`src/rtl/traffic_resp_kernel.sv`:
```
// traffic_resp_kernel: per-run request/response echo engine with programmable response latency.
// Latency: request accepted in cycle k (empty buffer) -> response valid in cycle k+1+t_ck_resp.
// Backpressure: req_ready_o drops while the buffer is full or the run quota is reached; a stalled
//               response holds rsp_valid_o/rsp_data_o until rsp_ready_i.
// Ports:
//   clk_i, rst_i                     clock, synchronous active-high reset
//   start_i, n_total_reqs_i,
//   t_ck_resp_i                      run start and run parameters (sampled in IDLE)
//   req_data_i/req_valid_i/req_ready_o   request stream sink
//   rsp_data_o/rsp_valid_o/rsp_ready_i   response stream source
//   done_o, ready_o, idle_o          run-completion pulse and status flags
module traffic_resp_kernel #(
  parameter int DATA_W     = 32,
  parameter int FIFO_DEPTH = 4
) (
  input  logic              clk_i,
  input  logic              rst_i,
  input  logic              start_i,
  input  logic [31:0]       n_total_reqs_i,
  input  logic [31:0]       t_ck_resp_i,
  input  logic [DATA_W-1:0] req_data_i,
  input  logic              req_valid_i,
  output logic              req_ready_o,
  output logic [DATA_W-1:0] rsp_data_o,
  output logic              rsp_valid_o,
  input  logic              rsp_ready_i,
  output logic              done_o,
  output logic              idle_o,
  output logic              ready_o
);

  localparam int PTR_W = (FIFO_DEPTH > 1) ? $clog2(FIFO_DEPTH) : 1;
  localparam int CNT_W = PTR_W + 1;
  localparam logic [CNT_W-1:0] DEPTH_C = CNT_W'(FIFO_DEPTH);

  typedef enum logic [1:0] {
    ST_IDLE,
    ST_RUN,
    ST_DONE
  } state_e;

  state_e             state_q, state_d;
  logic [31:0]        total_q, total_d;
  logic [31:0]        tck_q, tck_d;
  logic [31:0]        acc_cnt_q, acc_cnt_d;
  logic [31:0]        rsp_cnt_q, rsp_cnt_d;
  logic [31:0]        lat_q, lat_d;
  logic [PTR_W-1:0]   wr_ptr_q, wr_ptr_d;
  logic [PTR_W-1:0]   rd_ptr_q, rd_ptr_d;
  logic [CNT_W-1:0]   occ_q, occ_d;
  logic [DATA_W-1:0]  mem_q [FIFO_DEPTH];
  logic [DATA_W-1:0]  mem_d [FIFO_DEPTH];

  logic in_run;
  logic fifo_full;
  logic fifo_empty;
  logic push;
  logic pop;
  logic new_head;

  // All handshake qualifiers come from registered state only.
  assign in_run      = (state_q == ST_RUN);
  assign fifo_full   = (occ_q == DEPTH_C);
  assign fifo_empty  = (occ_q == '0);
  assign req_ready_o = in_run && !fifo_full && (acc_cnt_q < total_q);
  assign rsp_valid_o = in_run && !fifo_empty && (lat_q == 32'd0);
  // Gate the data so it reads zero whenever no response is offered (reset value).
  assign rsp_data_o  = rsp_valid_o ? mem_q[rd_ptr_q] : '0;
  assign done_o      = (state_q == ST_DONE);
  assign ready_o     = (state_q == ST_DONE);
  assign idle_o      = (state_q == ST_IDLE);

  assign push = req_valid_i && req_ready_o;
  assign pop  = rsp_valid_o && rsp_ready_i;

  // A new entry reaches the head when pushing into an empty buffer, or when a pop
  // exposes either an older waiting entry or the entry pushed in the same cycle.
  assign new_head = (push && fifo_empty) || (pop && ((occ_q > CNT_W'(1)) || push));

  always_comb begin
    state_d   = state_q;
    total_d   = total_q;
    tck_d     = tck_q;
    acc_cnt_d = acc_cnt_q;
    rsp_cnt_d = rsp_cnt_q;
    lat_d     = lat_q;
    wr_ptr_d  = wr_ptr_q;
    rd_ptr_d  = rd_ptr_q;
    occ_d     = occ_q;
    mem_d     = mem_q;

    case (state_q)
      ST_IDLE: begin
        if (start_i) begin
          total_d   = n_total_reqs_i;
          tck_d     = t_ck_resp_i;
          acc_cnt_d = 32'd0;
          rsp_cnt_d = 32'd0;
          lat_d     = 32'd0;
          wr_ptr_d  = '0;
          rd_ptr_d  = '0;
          occ_d     = '0;
          state_d   = (n_total_reqs_i == 32'd0) ? ST_DONE : ST_RUN;
        end
      end

      ST_RUN: begin
        if (push) begin
          mem_d[wr_ptr_q] = req_data_i;
          wr_ptr_d        = wr_ptr_q + PTR_W'(1);
          acc_cnt_d       = acc_cnt_q + 32'd1;
        end
        if (pop) begin
          rd_ptr_d  = rd_ptr_q + PTR_W'(1);
          rsp_cnt_d = rsp_cnt_q + 32'd1;
        end
        case ({push, pop})
          2'b10:   occ_d = occ_q + CNT_W'(1);
          2'b01:   occ_d = occ_q - CNT_W'(1);
          default: occ_d = occ_q;
        endcase

        // Counter restarts for each fresh head, then counts down and parks at zero.
        if (new_head) begin
          lat_d = tck_q;
        end else if (lat_q != 32'd0) begin
          lat_d = lat_q - 32'd1;
        end

        if (pop && ((rsp_cnt_q + 32'd1) == total_q)) begin
          state_d = ST_DONE;
        end
      end

      ST_DONE: begin
        state_d = ST_IDLE;
      end

      default: begin
        state_d = ST_IDLE;
      end
    endcase
  end

  always_ff @(posedge clk_i) begin
    if (rst_i) begin
      state_q   <= ST_IDLE;
      total_q   <= 32'd0;
      tck_q     <= 32'd0;
      acc_cnt_q <= 32'd0;
      rsp_cnt_q <= 32'd0;
      lat_q     <= 32'd0;
      wr_ptr_q  <= '0;
      rd_ptr_q  <= '0;
      occ_q     <= '0;
    end else begin
      state_q   <= state_d;
      total_q   <= total_d;
      tck_q     <= tck_d;
      acc_cnt_q <= acc_cnt_d;
      rsp_cnt_q <= rsp_cnt_d;
      lat_q     <= lat_d;
      wr_ptr_q  <= wr_ptr_d;
      rd_ptr_q  <= rd_ptr_d;
      occ_q     <= occ_d;
    end
  end

  // Storage needs no reset: the occupancy flush makes old contents unreachable.
  always_ff @(posedge clk_i) begin
    mem_q <= mem_d;
  end

endmodule

```
`config.mk`:
```
export PLATFORM = sky130hd
export DESIGN_NAME = traffic_resp_kernel
export DESIGN_NICKNAME = d
export VERILOG_FILES = /design/src/rtl/traffic_resp_kernel.sv
export SDC_FILE = /design/constraint.sdc
export NUM_CORES = 1
export LEC_CHECK = 0
export CORE_ASPECT_RATIO = 1.75
export CORE_UTILIZATION = 65
export CTS_BUF_LIST = sky130_fd_sc_hd__clkbuf_2 sky130_fd_sc_hd__clkbuf_4 sky130_fd_sc_hd__clkbuf_8
export CTS_CLUSTER_SIZE = 24
export DETAILED_ROUTE_END_ITERATION = 12
export PLACE_DENSITY = 0.95
export RECOVER_POWER = 100
export SLEW_MARGIN = 20
export SYNTH_ARGS = -nofsm -noshare
export SYNTH_HDL_FRONTEND = slang
export SYNTH_SLANG_ARGS = --single-unit
```
`constraint.sdc`:
```
create_clock -name clk_i -period 4.6 [get_ports clk_i]
set_input_delay 0.92 -clock clk_i [delete_from_list [all_inputs] [get_ports clk_i]]
set_output_delay 0.92 -clock clk_i [all_outputs]
set_load 0.1 [all_outputs]
```
; Word level (Yosys, flattened, before mapping)
; Cells that the tools add are included.
[word_totals]
inputBits = 101
regBits = 297
[op_classes]
mux = 27
n_bitwise = 2
n_reduce_logical = 27
magnitude_cmp = 5
eq_ne = 12
n_addsub = 7
[op_table]
columns = operator, n
row1 = two-way mux 32 bit, 9
row2 = one-hot mux 32 bit (2 select lines), 3
row3 = bitwise mux 128 bit, 1
row4 = adder 32 x 1 -> 32 bit (second input constant), 2
row5 = binary-select mux 32 bit (select 2 bit), 1
row6 = demux 32 bit (select 2 bit), 1
row7 = zero test 32 bit, 2
row8 = == test 32 bit, 1
row9 = less-than comparator 32 bit, 1
row10 = nonzero test 32 bit, 1
row11 = subtractor 32 x 1 -> 32 bit (second input constant), 1
row12 = two-way mux 2 bit, 6
row13 = one-hot mux 2 bit (2 select lines), 3
row14 = one-hot mux 3 bit (2 select lines), 2
row15 = AND reduction 3 bit, 4
row16 = logical AND 1 bit, 10
row17 = >= comparator 3 bit (second input constant), 2
row18 = != test 2 x 1 -> 1 bit (second input constant), 3
row19 = != test 3 x 1 -> 1 bit (second input constant), 2
row20 = inverter 2 -> 3 bit, 2
row21 = AND reduction 2 bit, 3
row22 = adder 2 x 1 -> 2 bit (second input constant), 2
row23 = == test 2 x 1 -> 1 bit (second input constant), 2
row24 = == test 2 bit (second input constant), 2
row25 = 12 further kinds, 14

; Logic depth before layout (Yosys ltp)
; Gate-level depths: netlist of run 1.
[depth]
word_depth = 10
depth_mapped = 13
ltp_nobuf = 9

; Least setup slack after synthesis of run 1
; Ideal clock, no wire load.
[synth_path]
path_type = reg-to-output
startpoint = reg lat_q[26]
endpoint = out rsp_data_o[22]
n_path_buf = 1
arrival_ps = 2713
setup_slack_ps = 967
stages_incl_launch_ff = 7
path_cell_list = dfxtp_1 > or4_4 > nand2b_4 > or4_4 > nor2_1 > clkbuf_1 > and3_1
[synth_via]
elab_chain_len = 3
[synth_rtl]
columns = element, line_no
row1 = start: declaration, 47  ; logic [31:0] lat_q, lat_d;
row2 = start signal: assignment, 162  ; lat_q <= lat_d;
row3 = zero test 32 bit, 66  ; assign rsp_valid_o = in_run && !fifo_empty && (lat_q == 32'd0);
row4 = logical AND 1 bit, 66
row5 = two-way mux 32 bit, 68  ; assign rsp_data_o = rsp_valid_o ? mem_q[rd_ptr_q] : '0;
row6 = end: declaration, 24  ; output logic [DATA_W-1:0] rsp_data_o,
; No other way between the ends.

; Worst setup path in the final report of run 1
[layout_path]
startpoint = reg lat_q[8]
endpoint = reg rsp_cnt_q[19]
[layout_via]
elab_chain_len = 5
[layout_rtl]
columns = element, line_no
row1 = zero test 32 bit, 66
row2 = logical AND 1 bit, 66
row3 = logical AND 1 bit, 74  ; assign pop = rsp_valid_o && rsp_ready_i;
row4 = != test 2 x 1 -> 1 bit (no line), n/a
row5 = AND reduction 3 bit (no line), n/a
row6 = end signal: assignment, 161  ; rsp_cnt_q <= rsp_cnt_d;
row7 = end: declaration, 46  ; logic [31:0] rsp_cnt_q, rsp_cnt_d;
; No other way between the ends.
; A chain may end at the register's enable or synchronous reset.

==> impl_metrics.ini, run 1 <==
[setup_path]
r2r-end = rsp_cnt_q[19]$_SDFFE_PP0P_
rr_startpoint = lat_q[8]$_SDFFE_PP0P_
r2r_slack_ps = 110
arrival_ps = 4990
cp-start-kind = flip-flop
worstPathRequired_ps = 5090
cp-end-kind = flip-flop
cp-endpoint = rsp_cnt_q[19]$_SDFFE_PP0P_
crit_start = lat_q[8]$_SDFFE_PP0P_
path_class = reg2reg
cp_max_fo = 16
r2r_cells = 7

[pwr]
power_mw = 6.50
p_per_area_nw_per_um2 = 366
leakage_nw = 6.61
vdd_ir_drop_max_mv = 0.375

[finish]
nNetsFinal = 1825
syn2layout_area_growth_pct = 17.2
final_layout_size_suffix_gt1_share_pct = 11.1

[clock_tree]
clock_latency_ps = 600
post-cts-setup-buffers = 0
clockBufferDepth = 3
cts_buffers = 43
cts.repair.resized = 0
cts_root_buf = clkbuf_8
clk_pin_slew_ps = 70
htreeDepth = 2
clock_sinks = 297
cts_tree = built
hold_buffers = 0

[sta]
fmax_mhz = 223
finalMaxSlewViolations = 66
slew_headroom_pct = -109
rsz0062_at_grt = no
finalCritPeriodShare_pct = 97.6
worst_pin_slew_ps = 3130
finalSetupViolCount = 0
min_period_ps = 4490
fin_skew_ps = 36.2
finalSetupTns_ps = 0
timing.final.hold_violations = 0

[global_routing]
grt_max_degree = 66
overflow = 0
top_usage_layer = met2
grt_pass1_vias = 13900
use_met3_pct = 10.5
grt_use_total_pct = 41.2
antenna_found_initial = 2
grt_use_met1_pct = 43.0
grt_pass1_wl_um = 75300
gr-usage-met2_pct = 70.1

[synthesis]
synth_seq_cells = 297
synth_seq_area_share_pct = 47.7
syn_area_sq_um = 15200
ys_warn_count = 0
synthArstFlopShare_pct = 0
synth_cells = 1584
synth_most_common_cell = nand2_1
ys_types = 69
synth_top_area_share_pct = 25.3
synth_edf_count = 128
synth_commonest_cells = 198 x nand2_1, 169 x dfxtp_1, 147 x a21oi_1, 128 x edfxtp_1, 92 x clkbuf_1
syn_area_per_cell_sq_um = 9.57
yosys.area.top_type = edfxtp_1
netlist_top_cells_area = edfxtp_1 25%, dfxtp_1 22%, nand2_1 4.9%
synthFlopType = dfxtp_1
synth_fp_nets = 1727

[routing]
routed_wl_um = 49500
wl_per_cell_um = 24.6
vias = 13900
dr.pass1.iters = 7
drc = 0
drtIter0Drc = 2000
avgViaCountPerCell = 6.91
ant_nets = 0

[min_path]
worstHoldStart = tck_q[8]$_SDFFE_PP0P_
hp-class = reg2reg
hold-path-cell-count = 2

[floorplanning]
die_w_um = 117
die-area_sq_um = 24000
fp.dieH_um = 204
core-area_sq_um = 22800
io_pins = 138
rows = 73
start_util_pct = 66.4

[job]
max_cap_viol_count = 1

[placement]
place.gp.congestion = 0.960
port_buffers = 137
dp_hpwl_um = 31600

[status]
violations = max-capacitance violations, max-slew violations
outcome = complete, but fails checks
-- state kept, by name, summed over array words and instances, names as in the netlist --
| register | flops |
|---|---|
| mem_q | 128 |
| acc_cnt_q | 32 |
| lat_q | 32 |
| rsp_cnt_q | 32 |
| tck_q | 32 |
| total_q | 32 |
| occ_q | 3 |
| rd_ptr_q | 2 |
| state_q | 2 |
| wr_ptr_q | 2 |
-- metrics by stage --
stage | instances | setup WS [ps] | utilization, % | hold WS (ps) | area [sq um]
2_1_floorplan | 1584 | 967 | - | 423 | 15200
3_3_place_gp | 1937 | 1050 | 74.7 | 432 | 17000
3_5_place_dp | 1937 | 1010 | 74.7 | 448 | 17000
4_1_cts | 2015 | 317 | 78.8 | 465 | 18000
5_1_grt | 2016 | 132 | 77.8 | 480 | 17800
6_report | 2016 | 109 | 77.8 | 462 | 17800
-- logic make-up after synthesis --
family,count (synthesis),share of synthesized area [%]
simple gates,636,21.6
compound gates,311,12.5
flops,297,47.7
buf+inv,177,4.49
mux,85,8.28
fa+ha+maj,42,3.47
xor+xnor,36,2.08
-- worst min-delay path by stage --
stage,end
floorplan,lat_q[16]$_SDFFE_PP0P_
global placement,lat_q[16]$_SDFFE_PP0P_
detailed placement,lat_q[5]$_SDFFE_PP0P_
CTS,tck_q[8]$_SDFFE_PP0P_
global route,tck_q[26]$_SDFFE_PP0P_
finish,tck_q[8]$_SDFFE_PP0P_
-- layout by cell type (no fill, tap or decap), types with 13 or more instances in the layout --
cell               n
dlygate4sd3_1     35
buf_12            18
nand4_1           36
o21ai_0           54
nor4_1            37
a21oi_1          146
dfxtp_1          168
clkdlybuf4s50_1   67
or3_1             37
or4_1             23
xnor2_1           26
clkbuf_8          51
clkbuf_4          25
and3_1            54
mux2i_1           49
inv_1             65
o31ai_1           13
buf_4             20
o2bb2ai_1         21
nor2_1            86
nand2_1          197
ha_1              42
nand3_1           51
edfxtp_1         128
nor3_1            50
mux4_2            32
-- cell type report --
cell class,count,area [sq um]
Antenna cell,1,2.50
Clock buffer,62,785
Clock inverter,16,156
Fill cell,1383,5070
Inverter,65,244
Multi-Input combinational cell,1110,7290
Sequential cell,297,7230
Tap cell,300,375
Timing Repair Buffer,165,1690
-- routing by layer --
metal | vias to the layer above | wire length, um
li1 | 6032 | -
met1 | 6474 | 15900
met2 | 1084 | 23900
met3 | 334 | 5550
met4 | 2 | 4120
met5 | - | 13
-- critical path: stages, from the launching register on --
cell      delay, ps
dfxtp_1         360
or4_1           650
or4_1           640
nor3_1          980
and2_0          440
clkbuf_1        730
nand4b_1        280
a21oi_1         290
-- power by group --
group	internal (mW)	switching, mW
registers	2.84	0.0957
clock network	1.27	1.07
logic	0.450	0.764
(Power assumes the default switching activity.)
==> inputs of run 2 (changes only) <==
Settings changed: CORE_MARGIN set to 4, CORE_UTILIZATION 65 to 60, PLACE_DENSITY 0.95 to 0.91.
Clock period 4.6 ns to 4.9 ns, I/O delays scaled along.
==> impl_metrics.ini, run 2 (synthesis gave the netlist of run 1 again) <==
[sta]
finalCritPeriodShare_pct = 93.6
rsz0062_at_grt = no
finalMaxSlewViolations = 66
timing.final.hold_violations = 0
fmax_mhz = 218
slew_headroom_pct = -116
finalSetupTns_ps = 0
finalSetupViolCount = 0
worst_pin_slew_ps = 3240
fin_skew_ps = 50.2
min_period_ps = 4580

[clock_tree]
htreeDepth = 2
clock_latency_ps = 600
clock_sinks = 297
post-cts-setup-buffers = 0
clockBufferDepth = 3
clk_pin_slew_ps = 70
cts_root_buf = clkbuf_8
cts.repair.resized = 0
cts_tree = built
hold_buffers = 0
cts_buffers = 44

[setup_path]
cp-start-kind = flip-flop
cp-end-kind = output pin
critPathMostFrequentCell = clkbuf_2
worstPathRequired_ps = 3920
cp_max_fo = 33
critPathMaxStageDelay_ps = 610
path_buf_inv = 2
crit_chain = nand2b_1 -> or4_4 -> nor2_1 -> clkbuf_2 -> and3_1 -> clkbuf_2
arrival_ps = 3600
path_delay_family = simple AND/OR/NAND/NOR gates
path_class = reg2out
crit_slowest_cell = or4_4

[floorplanning]
fp.dieH_um = 218
die-area_sq_um = 28000
core-area_sq_um = 24700
die_w_um = 128
io_pins = 138
start_util_pct = 61.3
rows = 76

[pwr]
switching_share_pct = 29.9
leakage_nw = 6.56
p_int_mw = 4.18
switchingPower_mw = 1.78
pwr-share-comb_pct = 18.4
p_per_area_nw_per_um2 = 339
p_seq_share_pct = 46.3
vdd_ir_drop_max_mv = 0.362
pwr-share-clk_pct = 35.3

[global_routing]
top_usage_layer = met2
grt_pass1_wl_um = 71600
gr-usage-met2_pct = 54.5
grt_use_met1_pct = 36.0
antenna_found_initial = 0
grt_use_total_pct = 32.3
overflow = 0
grt_max_degree = 71
use_met3_pct = 7.34
grt_pass1_vias = 13400

[finish]
final_common_cell = nand2_1
final_cell_mix = 197 x nand2_1, 168 x dfxtp_1, 147 x a21oi_1
fillers = 1721
regMostFlops = mem_q
nNetsFinal = 1828
multi_input_area_sq_um = 7280
syn2layout_area_growth_pct = 15.9
regArea_sq_um = 7230
n_antenna_cell = 0
largest_reg_flops = 128
final_layout_size_suffix_gt1_share_pct = 11.1
fin_util_pct = 71.1

[status]
violations = max-capacitance violations, max-slew violations
outcome = complete, but fails checks

[placement]
port_buffers = 137
place.gp.congestion = 0.938
dp_hpwl_um = 30600

[routing]
ant_nets = 0
dr.pass1.iters = 7
routed_wl_um = 45400
avgViaCountPerCell = 6.62
drc = 0
vias = 13500
drtIter0Drc = 1498
wl_per_cell_um = 22.3

[job]
max_cap_viol_count = 1

[min_path]
hp-class = reg2reg
==> run 2: final timing paths <==
kind                           startpoint                         to  slack (ps)  cells past startpoint
setup / recovery  state_q[0]$_SDFFE_PP0P_             rsp_data_o[10]         320                      6
hold / removal     lat_q[16]$_SDFFE_PP0P_     lat_q[16]$_SDFFE_PP0P_         460                      2
setup reg to reg    lat_q[8]$_SDFFE_PP0P_  rsp_cnt_q[3]$_SDFFE_PP0P_         510                      8
hold reg to reg    lat_q[16]$_SDFFE_PP0P_     lat_q[16]$_SDFFE_PP0P_         460                      2
==> run 2: through the flow <==
step | hold slack [ps] | area [sq um] | total power, mW | instances | setup WS, ps
2_1_floorplan | 423 | 15200 | 3.54 | 1584 | 1210
3_3_place_gp | 439 | 17100 | 3.85 | 1951 | 1250
3_5_place_dp | 446 | 17100 | 3.89 | 1951 | 1140
4_1_cts | 458 | 18000 | 5.97 | 2033 | 480
5_1_grt | 475 | 17600 | 6.19 | 2033 | 174
6_report | 459 | 17600 | 5.96 | 2033 | 316
==> run 2: per-layer routing <==
| metal | share of wire, % | vias to the layer above |
|---|---|---|
| met5 | 0 | - |
| met4 | 7.4 | 0 |
| met3 | 9.1 | 214 |
| met2 | 49 | 781 |
| met1 | 34 | 6414 |
| li1 | - | 6049 |
==> run 2: final cells by class <==
cell class                      count  share of cell area (%)
Timing Repair Buffer              167                    8.65
Inverter                           65                    1.39
Sequential cell                   297                    41.1
Tap cell                          312                    2.22
Multi-Input combinational cell   1110                    41.4
Clock buffer                       60                    4.41
Clock inverter                     22                   0.797
==> run 2: worst min-delay path: stages, from the launching register on <==
cell and delay [ps]:
dfxtp_1 310, inv_1 50, o22ai_1 50
==> run 2: power groups by stage <==
stage | combinational, mW | sequential (mW) | clock (mW)
global route | 1.20 | 2.76 | 2.22
floorplan | 0.765 | 2.77 | 0
global placement | 1.05 | 2.80 | 0
CTS | 1.10 | 2.75 | 2.12
finish | 1.10 | 2.76 | 2.10
detailed placement | 1.09 | 2.81 | 0
